$ cat config.mk
export PLATFORM = sky130hd
export DESIGN_NAME = conv_read_ctrl
export DESIGN_NICKNAME = d
export VERILOG_FILES = /design/src/rtl/conv_ctrl_pkg.sv /design/src/rtl/conv_xyz_counter.sv /design/src/rtl/conv_read_ctrl.sv
export SDC_FILE = /design/constraint.sdc
export NUM_CORES = 1
export LEC_CHECK = 0
export BUFFER_PORTS_ARGS = -buffer_cell sky130_fd_sc_hd__clkbuf_2
export CORE_ASPECT_RATIO = 0.7
export CORE_MARGIN = 2
export CORE_UTILIZATION = 40
export CTS_CLUSTER_DIAMETER = 80
export CTS_CLUSTER_SIZE = 28
export DETAILED_ROUTE_END_ITERATION = 7
export PLACE_DENSITY_LB_ADDON = 0.05
export REMOVE_ABC_BUFFERS = 1
export SLEW_MARGIN = 5
export SYNTH_ARGS = -nofsm -noshare
export SYNTH_HDL_FRONTEND = slang
export SYNTH_SLANG_ARGS = --single-unit
$ cat constraint.sdc
create_clock -name sclk -period 7 [get_ports sclk]
set_input_delay 1.4 -clock sclk [delete_from_list [all_inputs] [get_ports sclk]]
set_output_delay 1.4 -clock sclk [all_outputs]
set_load 0.03 [all_outputs]
$ cat src/rtl/conv_ctrl_pkg.sv
`default_nettype none
// ============================================================================
// Module      : conv_ctrl_pkg
// Description : Shared definitions for the convolution feature-buffer read
//               path: FSM state encoding, default widths and the column
//               counts of the fixed-size controller this block replaces.
// Revision    : 1.0 - initial release
// ============================================================================
package conv_ctrl_pkg;

    // Read sequencer FSM encoding
    localparam logic [1:0] c_ST_IDLE = 2'd0;
    localparam logic [1:0] c_ST_READ = 2'd1;
    localparam logic [1:0] c_ST_DONE = 2'd2;

    // Default field widths
    localparam int c_COL_W_DEF  = 9;
    localparam int c_ROW_W_DEF  = 7;
    localparam int c_CH_W_DEF   = 8;
    localparam int c_ADDR_W_DEF = 16;

    // Map widths supported by the old fixed 1x1 read controller
    localparam int c_COL_13 = 13;
    localparam int c_COL_26 = 26;

endpackage
`default_nettype wire

$ cat src/rtl/conv_xyz_counter.sv
`default_nettype none
// ============================================================================
// Module      : conv_xyz_counter
// Description : Cascaded column / row / channel-pass counter. Each enabled
//               cycle advances the column; the column wrap advances the row
//               and the row wrap advances the pass. All three wrap to 0 at
//               their programmed maxima.
// Ports       : clk, rst       - clock, synchronous active-high reset
//               i_clr          - synchronous clear (dominates i_en)
//               i_en           - advance by one position
//               i_*_max        - last valid index per dimension (count - 1)
//               o_col/row/ch   - current position
//               o_map_wrap     - current position is the last pixel of a map
//               o_all_max      - current position is the last pixel of the job
// Revision    : 1.0 - initial release
// ============================================================================
module conv_xyz_counter
    import conv_ctrl_pkg::*;
#(
    parameter int COL_W = c_COL_W_DEF,
    parameter int ROW_W = c_ROW_W_DEF,
    parameter int CH_W  = c_CH_W_DEF
) (
    input  logic             clk,
    input  logic             rst,
    input  logic             i_clr,
    input  logic             i_en,
    input  logic [COL_W-1:0] i_col_max,
    input  logic [ROW_W-1:0] i_row_max,
    input  logic [CH_W-1:0]  i_ch_max,
    output logic [COL_W-1:0] o_col,
    output logic [ROW_W-1:0] o_row,
    output logic [CH_W-1:0]  o_ch,
    output logic             o_map_wrap,
    output logic             o_all_max
);

    logic [COL_W-1:0] r_col;
    logic [ROW_W-1:0] r_row;
    logic [CH_W-1:0]  r_ch;
    logic             w_col_at_max;
    logic             w_row_at_max;
    logic             w_ch_at_max;

    assign w_col_at_max = (r_col == i_col_max);
    assign w_row_at_max = (r_row == i_row_max);
    assign w_ch_at_max  = (r_ch  == i_ch_max);

    always_ff @(posedge clk) begin
        if (rst || i_clr) begin
            r_col <= '0;
            r_row <= '0;
            r_ch  <= '0;
        end else if (i_en) begin
            if (w_col_at_max) begin
                r_col <= '0;
                if (w_row_at_max) begin
                    r_row <= '0;
                    // Final pass wraps to 0 so the counters sit at the origin after the job
                    r_ch  <= w_ch_at_max ? '0 : r_ch + CH_W'(1);
                end else begin
                    r_row <= r_row + ROW_W'(1);
                end
            end else begin
                r_col <= r_col + COL_W'(1);
            end
        end
    end

    assign o_col      = r_col;
    assign o_row      = r_row;
    assign o_ch       = r_ch;
    assign o_map_wrap = w_col_at_max & w_row_at_max;
    assign o_all_max  = w_col_at_max & w_row_at_max & w_ch_at_max;

endmodule
`default_nettype wire

$ cat src/rtl/conv_read_ctrl.sv
`default_nettype none
// ============================================================================
// Module      : conv_read_ctrl
// Description : Feature-buffer read sequencer. Walks col_num x row_num pixels
//               ch_pass times, issuing one buffer read per cycle in which
//               rd_ready is high, then pulses conv_read_finish.
// Ports       : sclk, s_rst                       - clock, sync reset
//               conv_start, conv_abort            - job control
//               col_num, row_num, ch_pass, base_addr - job geometry (at start)
//               rd_ready                          - downstream back-pressure
//               buffer_rd_en, rd_addr             - read strobe and address
//               col_cnt, row_cnt, ch_cnt, last_rd - position of current read
//               busy, conv_read_finish            - status
//               stall_cycles                      - only with CONV_READ_PERF_EN
// Options     : CONV_READ_PERF_EN adds the stall_cycles performance counter.
// Revision    : 1.0 - initial release
// ============================================================================
module conv_read_ctrl
    import conv_ctrl_pkg::*;
#(
    parameter int COL_W  = c_COL_W_DEF,
    parameter int ROW_W  = c_ROW_W_DEF,
    parameter int CH_W   = c_CH_W_DEF,
    parameter int ADDR_W = c_ADDR_W_DEF
) (
    input  logic              sclk,
    input  logic              s_rst,
    input  logic              conv_start,
    input  logic              conv_abort,
    input  logic [COL_W-1:0]  col_num,
    input  logic [ROW_W-1:0]  row_num,
    input  logic [CH_W-1:0]   ch_pass,
    input  logic [ADDR_W-1:0] base_addr,
    input  logic              rd_ready,
    output logic              buffer_rd_en,
    output logic [ADDR_W-1:0] rd_addr,
    output logic [COL_W-1:0]  col_cnt,
    output logic [ROW_W-1:0]  row_cnt,
    output logic [CH_W-1:0]   ch_cnt,
    output logic              last_rd,
    output logic              busy,
    output logic              conv_read_finish
`ifdef CONV_READ_PERF_EN
    ,
    output logic [31:0]       stall_cycles
`endif
);

    logic [1:0]        r_state;
    logic [COL_W-1:0]  r_col_num;
    logic [ROW_W-1:0]  r_row_num;
    logic [CH_W-1:0]   r_ch_pass;
    logic [ADDR_W-1:0] r_base;
    logic [ADDR_W-1:0] r_rd_addr;

    logic w_rd_en;
    logic w_start_ok;
    logic w_zero_size;
    logic w_map_wrap;
    logic w_all_max;

    assign w_rd_en     = (r_state == c_ST_READ) & rd_ready;
    assign w_start_ok  = (r_state == c_ST_IDLE) & conv_start;
    assign w_zero_size = (col_num == '0) | (row_num == '0) | (ch_pass == '0);

    // Maxima come from the shadow copies, so they only matter once READ is
    // entered, by which time the shadows are nonzero.
    conv_xyz_counter #(
        .COL_W (COL_W),
        .ROW_W (ROW_W),
        .CH_W  (CH_W)
    ) u_xyz (
        .clk        (sclk),
        .rst        (s_rst),
        .i_clr      (conv_abort | w_start_ok),
        .i_en       (w_rd_en),
        .i_col_max  (r_col_num - COL_W'(1)),
        .i_row_max  (r_row_num - ROW_W'(1)),
        .i_ch_max   (r_ch_pass - CH_W'(1)),
        .o_col      (col_cnt),
        .o_row      (row_cnt),
        .o_ch       (ch_cnt),
        .o_map_wrap (w_map_wrap),
        .o_all_max  (w_all_max)
    );

    always_ff @(posedge sclk) begin
        if (s_rst) begin
            r_state   <= c_ST_IDLE;
            r_col_num <= '0;
            r_row_num <= '0;
            r_ch_pass <= '0;
            r_base    <= '0;
            r_rd_addr <= '0;
        end else if (conv_abort) begin
            // Shadows are kept; the next start reloads them anyway
            r_state   <= c_ST_IDLE;
            r_rd_addr <= '0;
        end else begin
            case (r_state)
                c_ST_IDLE: begin
                    if (conv_start) begin
                        r_col_num <= col_num;
                        r_row_num <= row_num;
                        r_ch_pass <= ch_pass;
                        r_base    <= base_addr;
                        r_rd_addr <= base_addr;
                        r_state   <= w_zero_size ? c_ST_DONE : c_ST_READ;
                    end
                end
                c_ST_READ: begin
                    if (w_rd_en) begin
                        // Every pass rereads the same map from its base
                        r_rd_addr <= w_map_wrap ? r_base : r_rd_addr + ADDR_W'(1);
                        if (w_all_max) begin
                            r_state <= c_ST_DONE;
                        end
                    end
                end
                c_ST_DONE: r_state <= c_ST_IDLE;
                default:   r_state <= c_ST_IDLE;
            endcase
        end
    end

`ifdef CONV_READ_PERF_EN
    logic [31:0] r_stall_cycles;

    always_ff @(posedge sclk) begin
        if (s_rst) begin
            r_stall_cycles <= '0;
        end else if (!conv_abort) begin
            if (w_start_ok) begin
                r_stall_cycles <= '0;
            end else if ((r_state == c_ST_READ) && !rd_ready && (r_stall_cycles != '1)) begin
                r_stall_cycles <= r_stall_cycles + 32'd1;
            end
        end
    end

    assign stall_cycles = r_stall_cycles;
`endif

    assign buffer_rd_en     = w_rd_en;
    assign rd_addr          = r_rd_addr;
    assign last_rd          = w_rd_en & w_all_max;
    assign busy             = (r_state == c_ST_READ) | (r_state == c_ST_DONE);
    assign conv_read_finish = (r_state == c_ST_DONE);

endmodule
`default_nettype wire
Word-level counts from Yosys, hierarchy flattened --
Cells that the tools add are included.
Storage, ports and cells: register bits 82, input port bits 45, output and inout port bits 44, word-level logic and storage cells 58
Operators by class: add/subtract/negate cells 7, equality and inequality tests 8, mux-type cells 12, bitwise logic cells 10, reductions and logical operators 12
Operator list (count):
- $mux 16 | 3
- $pmux 16 s2 | 1
- $add 16x1->16 const B | 1
- $reduce_and 3->1 | 4
- $add 9x1->9 const B | 1
- $eq 9x9->1 | 1
- $logic_not 9->1 | 1
- $mux 9 | 1
- $sub 9x1->9 const B | 1
- $add 8x1->8 const B | 1
- $eq 8x8->1 | 1
- $logic_not 8->1 | 1
- $mux 2 | 4
- $mux 8 | 1
- $sub 8x1->8 const B | 1
- $add 7x1->7 const B | 1
- $eq 7x7->1 | 1
- $logic_not 7->1 | 1
- $mux 7 | 1
- $sub 7x1->7 const B | 1
- $ne 2x2->1 const B | 3
- $and 1x1->1 | 5
- $or 1x1->1 | 4
- $pmux 2 s2 | 1
- 8 further kinds | 8

Logic depth before layout (Yosys ltp) --
depth in word-level cells 7, gate-level depth with buffers 13, gate-level depth less buffers 9

Cells and area by module --
Synthesis repeated with hierarchy kept, for this count alone.
Unflattened totals: cells, all modules 592, area, all modules 4634.4 µm²
By module, submodules not included:
- conv_read_ctrl | times used 1, cells an instance 427, area an instance 3168.0 µm², seq. area each 1161.1 µm²
- conv_xyz_counter | times used 1, cells an instance 165, area an instance 1466.4 µm², seq. area each 480.5 µm²

Worst setup path after synthesis --
No wires, ideal clock.
path type in2out, start point input port rd_ready, end point output port last_rd, data arrival time 2.715 ns, data required time 5.600 ns, path slack 2.885 ns, cell stages on the path 5, path buffers 1, cells stage by stage o211ai_1 > a2111oi_0 > o2111a_1 > and3_1 > clkbuf_1
On the way: cells in the longest elaborated chain, start to end 2
RTL lines:
- start: declaration | line conv_read_ctrl.sv:34 | input logic rd_ready,
- $and 1x1->1 | line conv_read_ctrl.sv:62 | assign w_rd_en = (r_state == c_ST_READ) & rd_ready;
- $and 1x1->1 | line conv_read_ctrl.sv:146 | assign last_rd = w_rd_en & w_all_max;
- end: declaration | line conv_read_ctrl.sv:40 | output logic last_rd,
No other way between the ends.

Worst setup path in the final report --
start point register r_col_num[0], end point output port last_rd
On the way: cells in the longest elaborated chain, start to end 5
RTL lines:
- start: declaration | line conv_read_ctrl.sv:50 | logic [COL_W-1:0] r_col_num;
- start signal: assignment | line conv_read_ctrl.sv:103 | r_col_num <= col_num;
- $sub 9x1->9 | line conv_read_ctrl.sv:77 | .i_col_max (r_col_num - COL_W'(1)),
- $eq 9x9->1 | line conv_xyz_counter.sv:45 | assign w_col_at_max = (r_col == i_col_max);
- $and 1x1->1 (2 in a row) | line conv_xyz_counter.sv:74 | assign o_all_max = w_col_at_max & w_row_at_max & w_ch_at_max;
- $and 1x1->1 | line conv_read_ctrl.sv:146
No other way between the ends.

==> run metrics <==
TNS Setup 0 ns; EDFF count, synth 0; CORE AREA between 0.01 and 0.015 mm2; detailed-route wire length per cell 16.3 um; Skew-Pair Late Insertion Delay 0.34 ns; min Tclk post-route 4.57 ns; largest net degree at the start of global routing 43; vias in the first global route around 4200; clk_skew 0.00589 ns; max-capacitance violation count 0; CP required 5.60 ns; Comb power frac around 15%; gr ovfl total 0; CTS max path bufs 2; CP endpoint kind output pin; post-synth top area cell dfxtp_1; Flop pwr share 41.7%; sw frac roughly 28%; drt drc 0; # setup viols final 0; crit-path max cell delay between 0.4 and 0.5 ns; Reg2Reg Depth 8; LEAKAGE 0.00204 uW; Post-CTS Setup Inserts 0; Initial DRC Count around 360; fmax ~0.22 GHz; Cells after Synth 605; clock share of power 43.1%; fin worst setup slack 2.43 ns; ratio of cells with drive above 1 in the final layout around a fifth; final wirelength 13.6 mm; slowest CP cell dfxtp_1; IO Port Bufs 88; Site Rows 33; Mean Syn Cell Area 7.81 um2; unrepaired setup endpoints after global routing no; pwr dens between 200 and 250 mW/mm2; Root Buffer clkbuf_16; gr usage total 21.9%; fin. max-slew vios 0; prevailing post-synth register cell dfxtp_1; DIE WIDTH 134 um; CP Cell Sequence inv_1 -> ha_1 -> xnor2_1 -> o2bb2ai_1 -> a2111oi_2 -> o211ai_1 -> buf_4 -> nor3_1 -> and3_1 -> clkbuf_2; commonest cells in the netlist nand2_1, dfxtp_1, a21oi_1, xnor2_1, nor2_1; die area ~0.013 mm2; first-pass GRT wire length about 22 mm; Mapped Area 0.00472 mm2; final hold violations 0; clock buffer count from CTS 9; antenna violations before repair 0; io pins 89; Initial Util around 41%; via count around 4600; DR vias/cell 5.49; CP Launch Type flop; Final Cycle Share around two thirds; VDD IR-drop max 116 uV; Yosys cell types 61; asr flop ratio synth 0%; share of the synthesized area in the top cell type 34.7%; gpl congestion between 0.8 and 0.9; dpl hpwl between 9 and 10 mm; post-synthesis register bit count 82; post-synthesis sequential area ratio 34.7%; DR pass1 iterations 5; fin util 47.9%; outcome finished, final reports clean; diodes inserted 0; htree depth 3; post-cts sizing count 0; Routed Antenna Nets 0; Final nets slightly above 700; count leader, synth nand2_1; HP Class reg -> reg; cts-stage hold buffer count 0; pre-CTS setup slack 2.54 ns; Internal ~870 uW; Synth warnings 0; chip height 94.9 um; hold depth 2; worst-margin pin slew 0.920 ns; reg-to-reg setup timing slack 3.58 ns; critical path type reg -> out; Worst EP arrival 3.17 ns; crit path max fanout 12; TritonCTS clock tree done; synth-to-layout area growth 17.7%; relative slew slack between 30 and 40%; NetSw approximately 340 uW; top cells by area, synth dfxtp_1, nand2_1, a21oi_1; clock-pin slew on the worst setup and hold paths 0.06 ns; clk sinks 82
## metal layers
layer	vias up	wire (um)	track usage, %
li1	2297	-	-
met1	2138	6920	31.5
met2	121	5930	33.8
met3	11	620	3.81
met4	0	126	5.50
met5	-	0	0
## cell type report
cell class	count	area, um2
fillers	1180	6040
clock buffers	10	239
multi-input cells	470	2860
well taps	157	196
inverters	13	48.8
clock inverters	6	90.1
repair buffers	94	485
flip-flops and latches	82	1640
## metrics by stage
stage	cell area (um2)	hold slack [ns]	instances	total power (uW)
final	5560	0.455	832	1220
after global routing	5560	0.479	832	1270
after CTS	5560	0.458	832	1220
after detailed placement	5230	0.450	816	701
after global placement	5230	0.443	816	698
after floorplan	4550	0.430	565	633
## kinds of logic after synthesis
logic type	after synthesis	synth area share (%)
muxes	4	0.847
AOI/OAI and AO/OA	169	22.9
and+or+nand+nor	229	23.3
DFF	82	34.7
buffers and inverters	53	4.82
adders and majority gates	10	2.65
xor gates and xnor gates	58	10.8
## placed cells by master, fill, tap and decap left out, types with 10 or more instances in the layout
| cell type | count |
|---|---|
| a31oi_1 | 12 |
| xnor2_1 | 37 |
| nand3_1 | 15 |
| o21ai_0 | 21 |
| clkbuf_2 | 88 |
| xor2_1 | 21 |
| nor4_1 | 12 |
| nand2_1 | 108 |
| nand4_1 | 14 |
| inv_1 | 12 |
| ha_1 | 10 |
| nor3_1 | 14 |
| a21oi_1 | 73 |
| dfxtp_1 | 82 |
| nor2_1 | 33 |
## power by group through the flow
| stage | logic, uW | registers [uW] | clock network (uW) |
|---|---|---|---|
| final | 185 | 507 | 524 |
| after global placement | 181 | 517 | 0 |
| after CTS | 185 | 507 | 533 |
| after global routing | 205 | 510 | 555 |
| after floorplan | 109 | 524 | 0 |
| after detailed placement | 184 | 517 | 0 |
## registers in the layout, summed over array words and instances (netlist names)
name,count
u_xyz.o_col,9
r_base,16
r_state,2
u_xyz.o_row,7
r_ch_pass,8
r_col_num,9
u_xyz.o_ch,8
r_row_num,7
rd_addr,16
## worst max-delay path: cells and delay by family (launching register included)
family / cells / cell delay (ns)
flops: 1 / 0.45
xor+xnor: 1 / 0.17
compound gates: 3 / 0.70
simple gates: 2 / 0.60
fa+ha+maj: 1 / 0.33
buf+inv: 3 / 0.57
## worst paths after layout
path                startpoint            end
setup / recovery  r_col_num[0]        last_rd
hold / removal       r_base[5]      r_base[5]
setup reg to reg    r_state[1]  u_xyz.o_ch[7]
hold reg to reg      r_base[5]      r_base[5]
Power figures use the tool's default switching activity.
